===== src/rtl/bullet_wr_if.sv =====
// Write bus from the bullet engine into the space-shooter display peripheral.
// The peripheral has no waitrequest, so a write is accepted in the cycle it is presented.
interface bullet_wr_if;
  logic       chipselect;
  logic       write;
  logic [4:0] address;
  logic [7:0] writedata;

  modport master (output chipselect, output write, output address, output writedata);
  modport slave  (input  chipselect, input  write, input  address, input  writedata);
endinterface


===== src/rtl/bullet_engine.sv =====
// Per-frame bullet engine: on each VS falling edge it moves or spawns two bullets,
// then streams the ten bullet register bytes (offsets 11..20) to the display peripheral.
module bullet_engine #(
  parameter int unsigned SPEED       = 8,
  parameter int unsigned SHIP_WIDTH  = 40,
  parameter int unsigned SHIP_HEIGHT = 30,
  parameter int unsigned BULLET_SIZE = 4,
  parameter int unsigned HLIMIT      = 1280
) (
  input  logic        clk,
  input  logic        reset_n,
  input  logic        vga_vs,
  input  logic        fire1,
  input  logic        fire2,
  input  logic [10:0] ship1_x,
  input  logic [9:0]  ship1_y,
  input  logic [10:0] ship2_x,
  input  logic [9:0]  ship2_y,
  bullet_wr_if.master wr,
  output logic        busy
);

  // state  | meaning
  // IDLE   | waiting for the frame tick
  // UPDATE | one cycle: move/spawn both bullets
  // WRITE  | ten cycles: push bullet bytes to offsets 11..20
  typedef enum logic [1:0] {IDLE, UPDATE, WRITE} state_t;

  localparam logic [11:0] SPEED12 = 12'(SPEED);
  localparam logic [11:0] SHIPW12 = 12'(SHIP_WIDTH);
  localparam logic [11:0] HLIM12  = 12'(HLIMIT);
  localparam logic [10:0] SPEED11 = 11'(SPEED);
  localparam logic [10:0] BSIZE11 = 11'(BULLET_SIZE);
  localparam logic [9:0]  YOFF    = 10'((SHIP_HEIGHT - BULLET_SIZE) / 2);

  state_t      state_q, state_d;
  logic [3:0]  idx_q, idx_d;
  logic        vs_dly_q;
  logic [10:0] b1x_q, b1x_d, b2x_q, b2x_d;
  logic [9:0]  b1y_q, b1y_d, b2y_q, b2y_d;
  logic        b1act_q, b1act_d, b2act_q, b2act_d;
  logic        pend1_q, pend1_d, pend2_q, pend2_d;
  logic        wr_q, wr_d;
  logic [4:0]  addr_q, addr_d;
  logic [7:0]  data_q, data_d;

  logic        tick;
  logic [11:0] nx1, sx1;

  assign tick = vs_dly_q & ~vga_vs;
  assign nx1  = {1'b0, b1x_q} + SPEED12;
  assign sx1  = {1'b0, ship1_x} + SHIPW12;

  always_comb begin
    state_d = state_q;
    idx_d   = idx_q;
    b1x_d   = b1x_q;
    b1y_d   = b1y_q;
    b1act_d = b1act_q;
    b2x_d   = b2x_q;
    b2y_d   = b2y_q;
    b2act_d = b2act_q;
    pend1_d = pend1_q | fire1;
    pend2_d = pend2_q | fire2;

    case (state_q)
      IDLE: begin
        if (tick) state_d = UPDATE;
      end
      UPDATE: begin
        // Pending requests are consumed here; a fire in this very cycle carries to next frame.
        pend1_d = fire1;
        pend2_d = fire2;
        state_d = WRITE;
        idx_d   = 4'd0;
        if (b1act_q) begin
          if (nx1 >= HLIM12) b1act_d = 1'b0;
          else               b1x_d   = nx1[10:0];
        end else if (pend1_q && (sx1 < HLIM12)) begin
          b1x_d   = sx1[10:0];
          b1y_d   = ship1_y + YOFF;
          b1act_d = 1'b1;
        end
        if (b2act_q) begin
          if (b2x_q < SPEED11) b2act_d = 1'b0;
          else                 b2x_d   = b2x_q - SPEED11;
        end else if (pend2_q && (ship2_x >= BSIZE11)) begin
          b2x_d   = ship2_x - BSIZE11;
          b2y_d   = ship2_y + YOFF;
          b2act_d = 1'b1;
        end
      end
      WRITE: begin
        if (idx_q == 4'd9) state_d = IDLE;
        else               idx_d   = idx_q + 4'd1;
      end
      default: state_d = IDLE;
    endcase

    // Bus outputs are registered, so they are derived from the next state and next bullet values.
    wr_d   = (state_d == WRITE);
    addr_d = 5'd0;
    data_d = 8'd0;
    if (wr_d) begin
      addr_d = 5'd11 + {1'b0, idx_d};
      case (idx_d)
        4'd0:    data_d = b1x_d[7:0];
        4'd1:    data_d = {5'b0, b1x_d[10:8]};
        4'd2:    data_d = b1y_d[7:0];
        4'd3:    data_d = {6'b0, b1y_d[9:8]};
        4'd4:    data_d = {7'b0, b1act_d};
        4'd5:    data_d = b2x_d[7:0];
        4'd6:    data_d = {5'b0, b2x_d[10:8]};
        4'd7:    data_d = b2y_d[7:0];
        4'd8:    data_d = {6'b0, b2y_d[9:8]};
        4'd9:    data_d = {7'b0, b2act_d};
        default: data_d = 8'd0;
      endcase
    end
  end

  always_ff @(posedge clk or negedge reset_n) begin
    if (!reset_n) begin
      state_q  <= IDLE;
      idx_q    <= 4'd0;
      vs_dly_q <= 1'b1;
      b1x_q    <= 11'd0;
      b1y_q    <= 10'd0;
      b1act_q  <= 1'b0;
      b2x_q    <= 11'd0;
      b2y_q    <= 10'd0;
      b2act_q  <= 1'b0;
      pend1_q  <= 1'b0;
      pend2_q  <= 1'b0;
      wr_q     <= 1'b0;
      addr_q   <= 5'd0;
      data_q   <= 8'd0;
    end else begin
      state_q  <= state_d;
      idx_q    <= idx_d;
      vs_dly_q <= vga_vs;
      b1x_q    <= b1x_d;
      b1y_q    <= b1y_d;
      b1act_q  <= b1act_d;
      b2x_q    <= b2x_d;
      b2y_q    <= b2y_d;
      b2act_q  <= b2act_d;
      pend1_q  <= pend1_d;
      pend2_q  <= pend2_d;
      wr_q     <= wr_d;
      addr_q   <= addr_d;
      data_q   <= data_d;
    end
  end

  assign wr.chipselect = wr_q;
  assign wr.write      = wr_q;
  assign wr.address    = addr_q;
  assign wr.writedata  = data_q;
  assign busy          = (state_q != IDLE);

endmodule


===== src/flat_wrapper.sv =====
// flat-port wrapper written by rule: the top's interface ports become plain ports
module bullet_engine_flat 
#(
  parameter int unsigned SPEED       = 8,
  parameter int unsigned SHIP_WIDTH  = 40,
  parameter int unsigned SHIP_HEIGHT = 30,
  parameter int unsigned BULLET_SIZE = 4,
  parameter int unsigned HLIMIT      = 1280
)
  (clk, reset_n, vga_vs, fire1, fire2, ship1_x, ship1_y, ship2_x, ship2_y, busy, wr_chipselect, wr_write, wr_address, wr_writedata);
  bullet_wr_if wr_i ();
  input  logic clk;
  input  logic reset_n;
  input  logic vga_vs;
  input  logic fire1;
  input  logic fire2;
  input  logic [10:0] ship1_x;
  input  logic [9:0] ship1_y;
  input  logic [10:0] ship2_x;
  input  logic [9:0] ship2_y;
  output logic busy;
  output wire logic [$bits(wr_i.chipselect)-1:0] wr_chipselect;
  output wire logic [$bits(wr_i.write)-1:0] wr_write;
  output wire logic [$bits(wr_i.address)-1:0] wr_address;
  output wire logic [$bits(wr_i.writedata)-1:0] wr_writedata;
  assign wr_chipselect = wr_i.chipselect;
  assign wr_write = wr_i.write;
  assign wr_address = wr_i.address;
  assign wr_writedata = wr_i.writedata;
  bullet_engine #(.SPEED(SPEED), .SHIP_WIDTH(SHIP_WIDTH), .SHIP_HEIGHT(SHIP_HEIGHT), .BULLET_SIZE(BULLET_SIZE), .HLIMIT(HLIMIT)) u_core (.clk(clk), .reset_n(reset_n), .vga_vs(vga_vs), .fire1(fire1), .fire2(fire2), .ship1_x(ship1_x), .ship1_y(ship1_y), .ship2_x(ship2_x), .ship2_y(ship2_y), .wr(wr_i), .busy(busy));
endmodule

===== config.mk =====
export PLATFORM = sky130hd
export DESIGN_NAME = bullet_engine_flat
export DESIGN_NICKNAME = d
export VERILOG_FILES = /design/src/rtl/bullet_wr_if.sv /design/src/rtl/bullet_engine.sv /design/src/flat_wrapper.sv
export SDC_FILE = /design/constraint.sdc
export NUM_CORES = 1
export LEC_CHECK = 0
export CAP_MARGIN = 0
export CORE_MARGIN = 2
export CORE_UTILIZATION = 30
export DETAILED_ROUTE_END_ITERATION = 10
export SETUP_SLACK_MARGIN = 0.3
export SLEW_MARGIN = 20
export SYNTH_ARGS = -nofsm -noshare
export SYNTH_HDL_FRONTEND = slang
export SYNTH_SLANG_ARGS = --single-unit

===== constraint.sdc =====
create_clock -name clk -period 7.8 [get_ports clk]
set_clock_uncertainty 0.2 [all_clocks]
set_input_delay 1.56 -clock clk [delete_from_list [all_inputs] [get_ports clk]]
set_output_delay 1.56 -clock clk [all_outputs]
set_load 0.1 [all_outputs]

==> results of run 1 <==
-- cells in the final DEF, fill, tap and decap left out, types with 5 or more instances in the layout --
cell type and n:
dfrtp_1 66, clkdlybuf4s50_1 61, nand2_1 50, o21ai_0 39, inv_1 33, nor2_1 27, a21oi_1 18, xnor2_1 18
ha_1 18, a22oi_1 13, nand3_1 12, nor3_1 11, xor2_1 11, a31oi_1 9, clkbuf_16 9, nand2b_1 8
mux2_2 8, a21o_1 6, a22o_1 6, nor2b_1 5, and3_1 5
-- flip-flops by register name (all words and copies together) (netlist names) --
name,cells
u_core.pend1_q,1
u_core.b2x_q,11
u_core.b1act_q,1
u_core.wr.writedata,8
u_core.idx_q,4
u_core.b2act_q,1
u_core.b1x_q,11
u_core.pend2_q,1
u_core.wr.address,5
u_core.vs_dly_q,1
u_core.wr.chipselect,1
u_core.state_q,2
u_core.b1y_q,10
u_core.b2y_q,10
-- per-stage QoR --
stage	cells	cell area (sq um)	total power [uW]
3_5_place_dp	690	5000	1470
4_1_cts	706	5310	1920
2_1_floorplan	459	4230	1210
5_1_grt	706	5310	2030
6_report	706	5310	1910
3_3_place_gp	690	5000	1460
-- power groups by stage --
stage,logic (uW),registers (uW),clock network [uW]
CTS,915,558,442
global placement,898,560,0
detailed placement,913,561,0
global route,1000,574,455
floorplan,524,685,0
finish,917,559,435
-- layout make-up --
type / instances / share of cell area
flip-flops and latches: 67 / 0.316
well taps: 180 / 0.0424
clock inverters: 7 / 0.0174
inverters: 34 / 0.0240
repair buffers: 64 / 0.119
clock buffers: 9 / 0.0424
multi-input cells: 345 / 0.439
-- cells by family after synthesis --
| family | count (synthesis) | synth area share |
|---|---|---|
| XOR/XNOR | 29 | 0.0601 |
| multiplexers | 10 | 0.0272 |
| flip-flops | 67 | 0.397 |
| adder cells (fa/ha/maj) | 18 | 0.0533 |
| AND/OR/NAND/NOR | 144 | 0.171 |
| buffers and inverters | 47 | 0.0503 |
| AO/OA/AOI/OAI | 144 | 0.241 |
-- worst max path at each step --
stage	to	slack, ns
floorplan	u_core.wr.writedata[1]	3.84
global placement	u_core.wr.writedata[0]	3.06
detailed placement	u_core.wr.writedata[2]	2.98
CTS	u_core.wr.writedata[2]	3.33
global route	u_core.wr.writedata[0]	3.03
finish	u_core.wr.writedata[2]	3.26
-- per-layer routing --
metal,global-route usage,vias to the layer above
met5,0,-
met4,0.0639,0
met3,0.0302,20
met2,0.269,128
met1,0.218,1883
li1,-,1799
==> impl_results.md, run 1 <==
* Run status: complete, no violations
* Number of buffers added on ports at 62
* Met3 wire length at 613 microns
* Die height at 123 microns
* RR Endpoint: u_core.wr.writedata[0]
* Slew @ Worst Pin at 0.991 ns
* Critical-path maximum fanout at 13
* Post-DP HPWL at 9130 microns
* Internal Power at 1050 uW
* EDFF count, synth at 0
* Post-Synthesis Cells at 459
* Final setup fails at 0
* Worst setup SP type: input pin
* Mapped Avg Cell Area at 9.21 sq um
* Area share of the largest cell type after synthesis at 0.391
* FF-to-FF Start: u_core.idx_q[1]
* Syn nets at 524
* P per Cell Area at 360 nW/um^2
* First-pass GRT wire length at 19200 microns
* Leak at 0.00226 uW
* Post-synthesis async set-or-reset flop share at 1.00
* Filler cells at 1361
* Mapped Area at 4230 sq um
* Placement Rows at 43
* Worst Hold Depth at 1
* Yosys cell types at 70
* Layout cells sized above 1 at 0.0817
* Layout Nets at 586
* CP top delay family: compound AO/OA/AOI/OAI gates
* Diodes inserted at 0
* Vias per cell at 5.42
* Yosys top cell by area: dfrtp_1
* Core area at 13800 sq um
* Crit path DAT at 4.54 ns
* RSZ-0062 raised after global routing: no
* Total of max-cap violations at 0
* Initial DRC count at 319
* Met2 routed WL at 5750 microns
* Slew Viols, Final at 0
* CP Data Required Time at 7.79 ns
* Hold_buf cts at 0
* Number of I/O pins at 63
* CP dominant cell by count: nand2_1
* CP max-delay cell: o31ai_1
* Synth cell count leaders: dfrtp_1, nand2_1, o21ai_0
* Switching pwr at 859 uW
* CP peak stage delay at 0.52 ns
* Post-CTS setup buffers at 0
* Crit path capture type: flip-flop
* GPL Wtd Cong at 0.858
* WL per Instance at 17.0 microns
* Clock sinks at 67
* Clk_lat worst skew at 0.33 ns
* Yosys warns at 0
* Fin crit share at 0.582
* Logic pwr share at 0.480
* Area Overhead vs Synth at 25.8%
* Final hold slack at 0.298 ns
* Routed Antenna Nets at 0
* Grt total ovfl at 0
* Relative slew slack at 0.337
* Switching Share at 0.450
* Worst min path class: reg -> reg
* Sequential share of power at 0.292
* Max VDD drop at 0.121 mV
* CP Class: in -> reg
* Die Wd at 123 microns
* Highest routed metal layer: met4
* Vias in the first global route at 3794
* # DRC at 0
* Via count at 3830
* Min setup slack post-route at 3.26 ns
* Total length of routed wires at 12000 microns
* Root Driver: clkbuf_16
* Initial core utilization at 0.306
* Worst R2R Path Depth at 11
* Clock transition at the registers of the reported paths at 0.06 ns
* Register area at 1680 sq um
* Cts repair resizes at 0
* Dpl ws at 2.98 ns
* DRT met1 WL at 5430 microns
* Fmax at 220 MHz
* Drt pass-1 iters at 7
* Hold EP: u_core.b2x_q[1]
* Gr usage total at 0.165
* Most common cell in the netlist: dfrtp_1
* Clock power share at 0.228
* Die ar. at 15000 sq um
* CTS tree: done
* Share of the yosys chip area belonging to registers at 0.397
* Ys flop type: dfrtp_1
* Clock H-tree levels at 3
* R2r setup slk at 4.33 ns
* FF+latch count, synth at 67
* Critical path depth at 9
* Antenna violations before repair at 0
* Longest Clk Path Bufs at 2
* Hold Startpoint: u_core.b2x_q[1]
* Util after Layout at 0.384
* Setup tns final at 0 ns
* Multi-input logic area at 2330 sq um
* Largest net degree at the start of global routing at 68
* Crit path from: ship1_x[3]
* Cells along the critical path: clkdlybuf4s50_1 > ha_1 > nand4bb_1 > o31ai_1 > nand2_1 > nand2_1 > mux2_2 > a222oi_1 > a31oi_1
* Cts bufs inserted at 9
* Synth area leaders: dfrtp_1, ha_1, o21ai_0
* Crit path time final at 4.54 ns
* Fin. Hold Viols at 0
* Buf/Inv on CP at 1
Note: power is estimated with default switching activity, not from simulation.
==> inputs of run 2 (changes only) <==
==> constraint.sdc (replaced) <==
create_clock -name clk -period 4.2 [get_ports clk]
set_clock_uncertainty 0.2 [all_clocks]
set_input_delay 0.84 -clock clk [delete_from_list [all_inputs] [get_ports clk]]
set_output_delay 0.84 -clock clk [all_outputs]
set_load 0.1 [all_outputs]
==> impl_results.md, run 2 (same netlist as run 1, synthesis figures left out) <==
* Crit path capture type: flip-flop
* Core area at 13800 sq um (unchanged)
* Diodes inserted at 0 (unchanged)
* Clk_lat worst skew at 0.33 ns (about the same)
* Grt total ovfl at 0 (unchanged)
* Area Overhead vs Synth at 27.2%
* Initial DRC count at 242 (-24%)
* P per Cell Area at 662 nW/um^2 (+84%)
* CP max-delay cell: clkdlybuf4s50_1
* First-pass GRT wire length at 18900 microns (-1.4%)
* R2r setup slk at 0.90 ns (-3.43 ns)
* Fmax at 281 MHz
* Fin crit share at 0.848
* Drt pass-1 iters at 5 (-2)
* Filler cells at 1355 (-0.44%)
* # DRC at 0 (unchanged)
* Post-CTS setup buffers at 0 (unchanged)
* CP Data Required Time at 4.23 ns (-3.56 ns)
* Global routing's busiest layer: met2
* GR Layer Usage met3 at 0.0344 (+0.00418)
* Worst min path class: reg -> reg
* Worst setup SP type: input pin
* WL per Instance at 16.3 microns (-4.4%)
* Placement Rows at 43 (unchanged)
* Hold_buf cts at 0 (unchanged)
* Worst R2R Path Depth at 11 (unchanged)
* Dpl ws at 0.330 ns (-2.65 ns)
* CTS tree: done
* Vias in the first global route at 3863 (+1.8%)
* Post-placement cell count at 697 (+1.0%)
* Max VDD drop at 0.268 mV (+120%)
* Total length of routed wires at 11600 microns (-3.5%)
* FF-to-FF Start: u_core.idx_q[1]
* Via count at 3744 (-2.2%)
* Post-DP HPWL at 9080 microns (-0.55%)
* Slew Viols, Final at 0 (unchanged)
* Worst Hold Depth at 1 (unchanged)
* Commonest non-fill, non-tap cell in the layout: dfrtp_1
* Cts bufs inserted at 9 (unchanged)
* Cells along the critical path: clkdlybuf4s50_1 > ha_1 > nand4bb_1 > o21a_1 > a21oi_1 > nand2_1 > buf_4 > o21ai_0 > a22oi_1 > a31oi_1
* Clock H-tree levels at 3 (unchanged)
* Antenna violations before repair at 0 (unchanged)
* Clock transition at the registers of the reported paths at 0.06 ns (about the same)
* Longest Clk Path Bufs at 2 (unchanged)
* Die ar. at 15000 sq um (unchanged)
* Final setup fails at 0 (unchanged)
* RSZ-0062 raised after global routing: no
* RR Endpoint: u_core.wr.writedata[4]
* Crit path time final at 3.56 ns
* Largest net degree at the start of global routing at 51 (-25%)
* Total of max-cap violations at 0 (unchanged)
* Hold EP: u_core.b1x_q[0]
* CP peak stage delay at 0.47 ns (-0.05 ns)
* Gr usage total at 0.162 (-0.00372)
* Critical-path maximum fanout at 8 (-5)
* Initial core utilization at 0.306 (unchanged)
* GR Util met1 at 0.207 (-0.0107)
* Final std cells w/o fill at 713 (+0.99%)
* CP Class: in -> reg
* Placed Instance Area at 5050 sq um (+1.1%)
* Relative slew slack at 0.346 (+0.00832)
* Root Driver: clkbuf_16
* Die height at 123 microns (unchanged)
* GR Util met2 at 0.263 (-0.00518)
* Cts repair resizes at 0 (unchanged)
* Top Registers: u_core.b1x_q: 11 flops, u_core.b2x_q: 11 flops
* Run status: complete, no violations
* GPL Wtd Cong at 0.907 (+5.7%)
* Hold Startpoint: u_core.b1x_q[0]
* Routed Antenna Nets at 0 (unchanged)
* Clock sinks at 67 (unchanged)
* Layout cells sized above 1 at 0.0957 (+0.0139)
* Buf/Inv on CP at 2 (+1)
* Number of I/O pins at 63 (unchanged)
* Leak at 0.00231 uW (+1.8%)
* Vias per cell at 5.25 (-3.2%)
* CP top delay family: compound AO/OA/AOI/OAI gates
* Most frequent cells in the layout: dfrtp_1, clkdlybuf4s50_1, nand2_1
* Number of buffers added on ports at 62 (unchanged)
* Min setup slack post-route at 0.640 ns (-2.62 ns)
* Total power at 3560 uW (+86%)
* Post-Layout Inst Area at 5380 sq um (+1.2%)
* Die Wd at 123 microns (unchanged)
* Crit path DAT at 3.59 ns (-0.95 ns)
* Layout Nets at 593 (+1.2%)
* Slew @ Worst Pin at 0.978 ns (-0.0124 ns)
* Fin. Hold Viols at 0 (unchanged)
* Setup tns final at 0 ns (unchanged)
run 2: power by group:
group          total (uW)  switching, uW  internal, uW  leakage (uW)
registers            1030            158           875      0.000845
clock network         814            279           535      0.000155
logic                1710           1130           577       0.00131
total                3560           1570          1990       0.00231
run 2: how the worst max path moves through the flow:
| stage | slack (ns) | depth (start not counted) | from | endpoint |
|---|---|---|---|---|
| 2_1_floorplan | 0.96 | 8 | ship2_x[9] | u_core.wr.writedata[1] |
| 4_1_cts | 0.66 | 10 | ship1_x[3] | u_core.wr.writedata[7] |
| 5_1_grt | 0.48 | 9 | ship1_x[3] | u_core.wr.writedata[2] |
| 3_3_place_gp | 0.43 | 8 | ship2_x[7] | u_core.wr.writedata[1] |
| 3_5_place_dp | 0.33 | 10 | ship1_x[3] | u_core.wr.writedata[7] |
| 6_report | 0.64 | 10 | ship1_x[3] | u_core.wr.writedata[7] |
run 2: layout make-up:
class	count	area (sq um)	area share
Clock buffer	10	239	0.0444
Clock inverter	6	88.8	0.0165
Inverter	34	128	0.0237
Multi-Input combinational cell	345	2330	0.434
Sequential cell	67	1680	0.312
Tap cell	180	225	0.0419
Timing Repair Buffer	71	683	0.127
run 2: routing by layer:
metal	routed length, microns	vias up	share of wire
met5	0	-	0
met4	261	0	0.023
met3	579	19	0.050
met2	5550	116	0.48
met1	5200	1789	0.45
li1	-	1820	-
run 2: per-stage QoR:
| stage | hold slack, ns | util |
|---|---|---|
| 4_1_cts | 0.299 | 0.389 |
| 5_1_grt | 0.313 | 0.389 |
| 3_5_place_dp | 0.287 | 0.365 |
| 6_report | 0.300 | 0.389 |
| 2_1_floorplan | 0.256 | - |
| 3_3_place_gp | 0.282 | 0.365 |
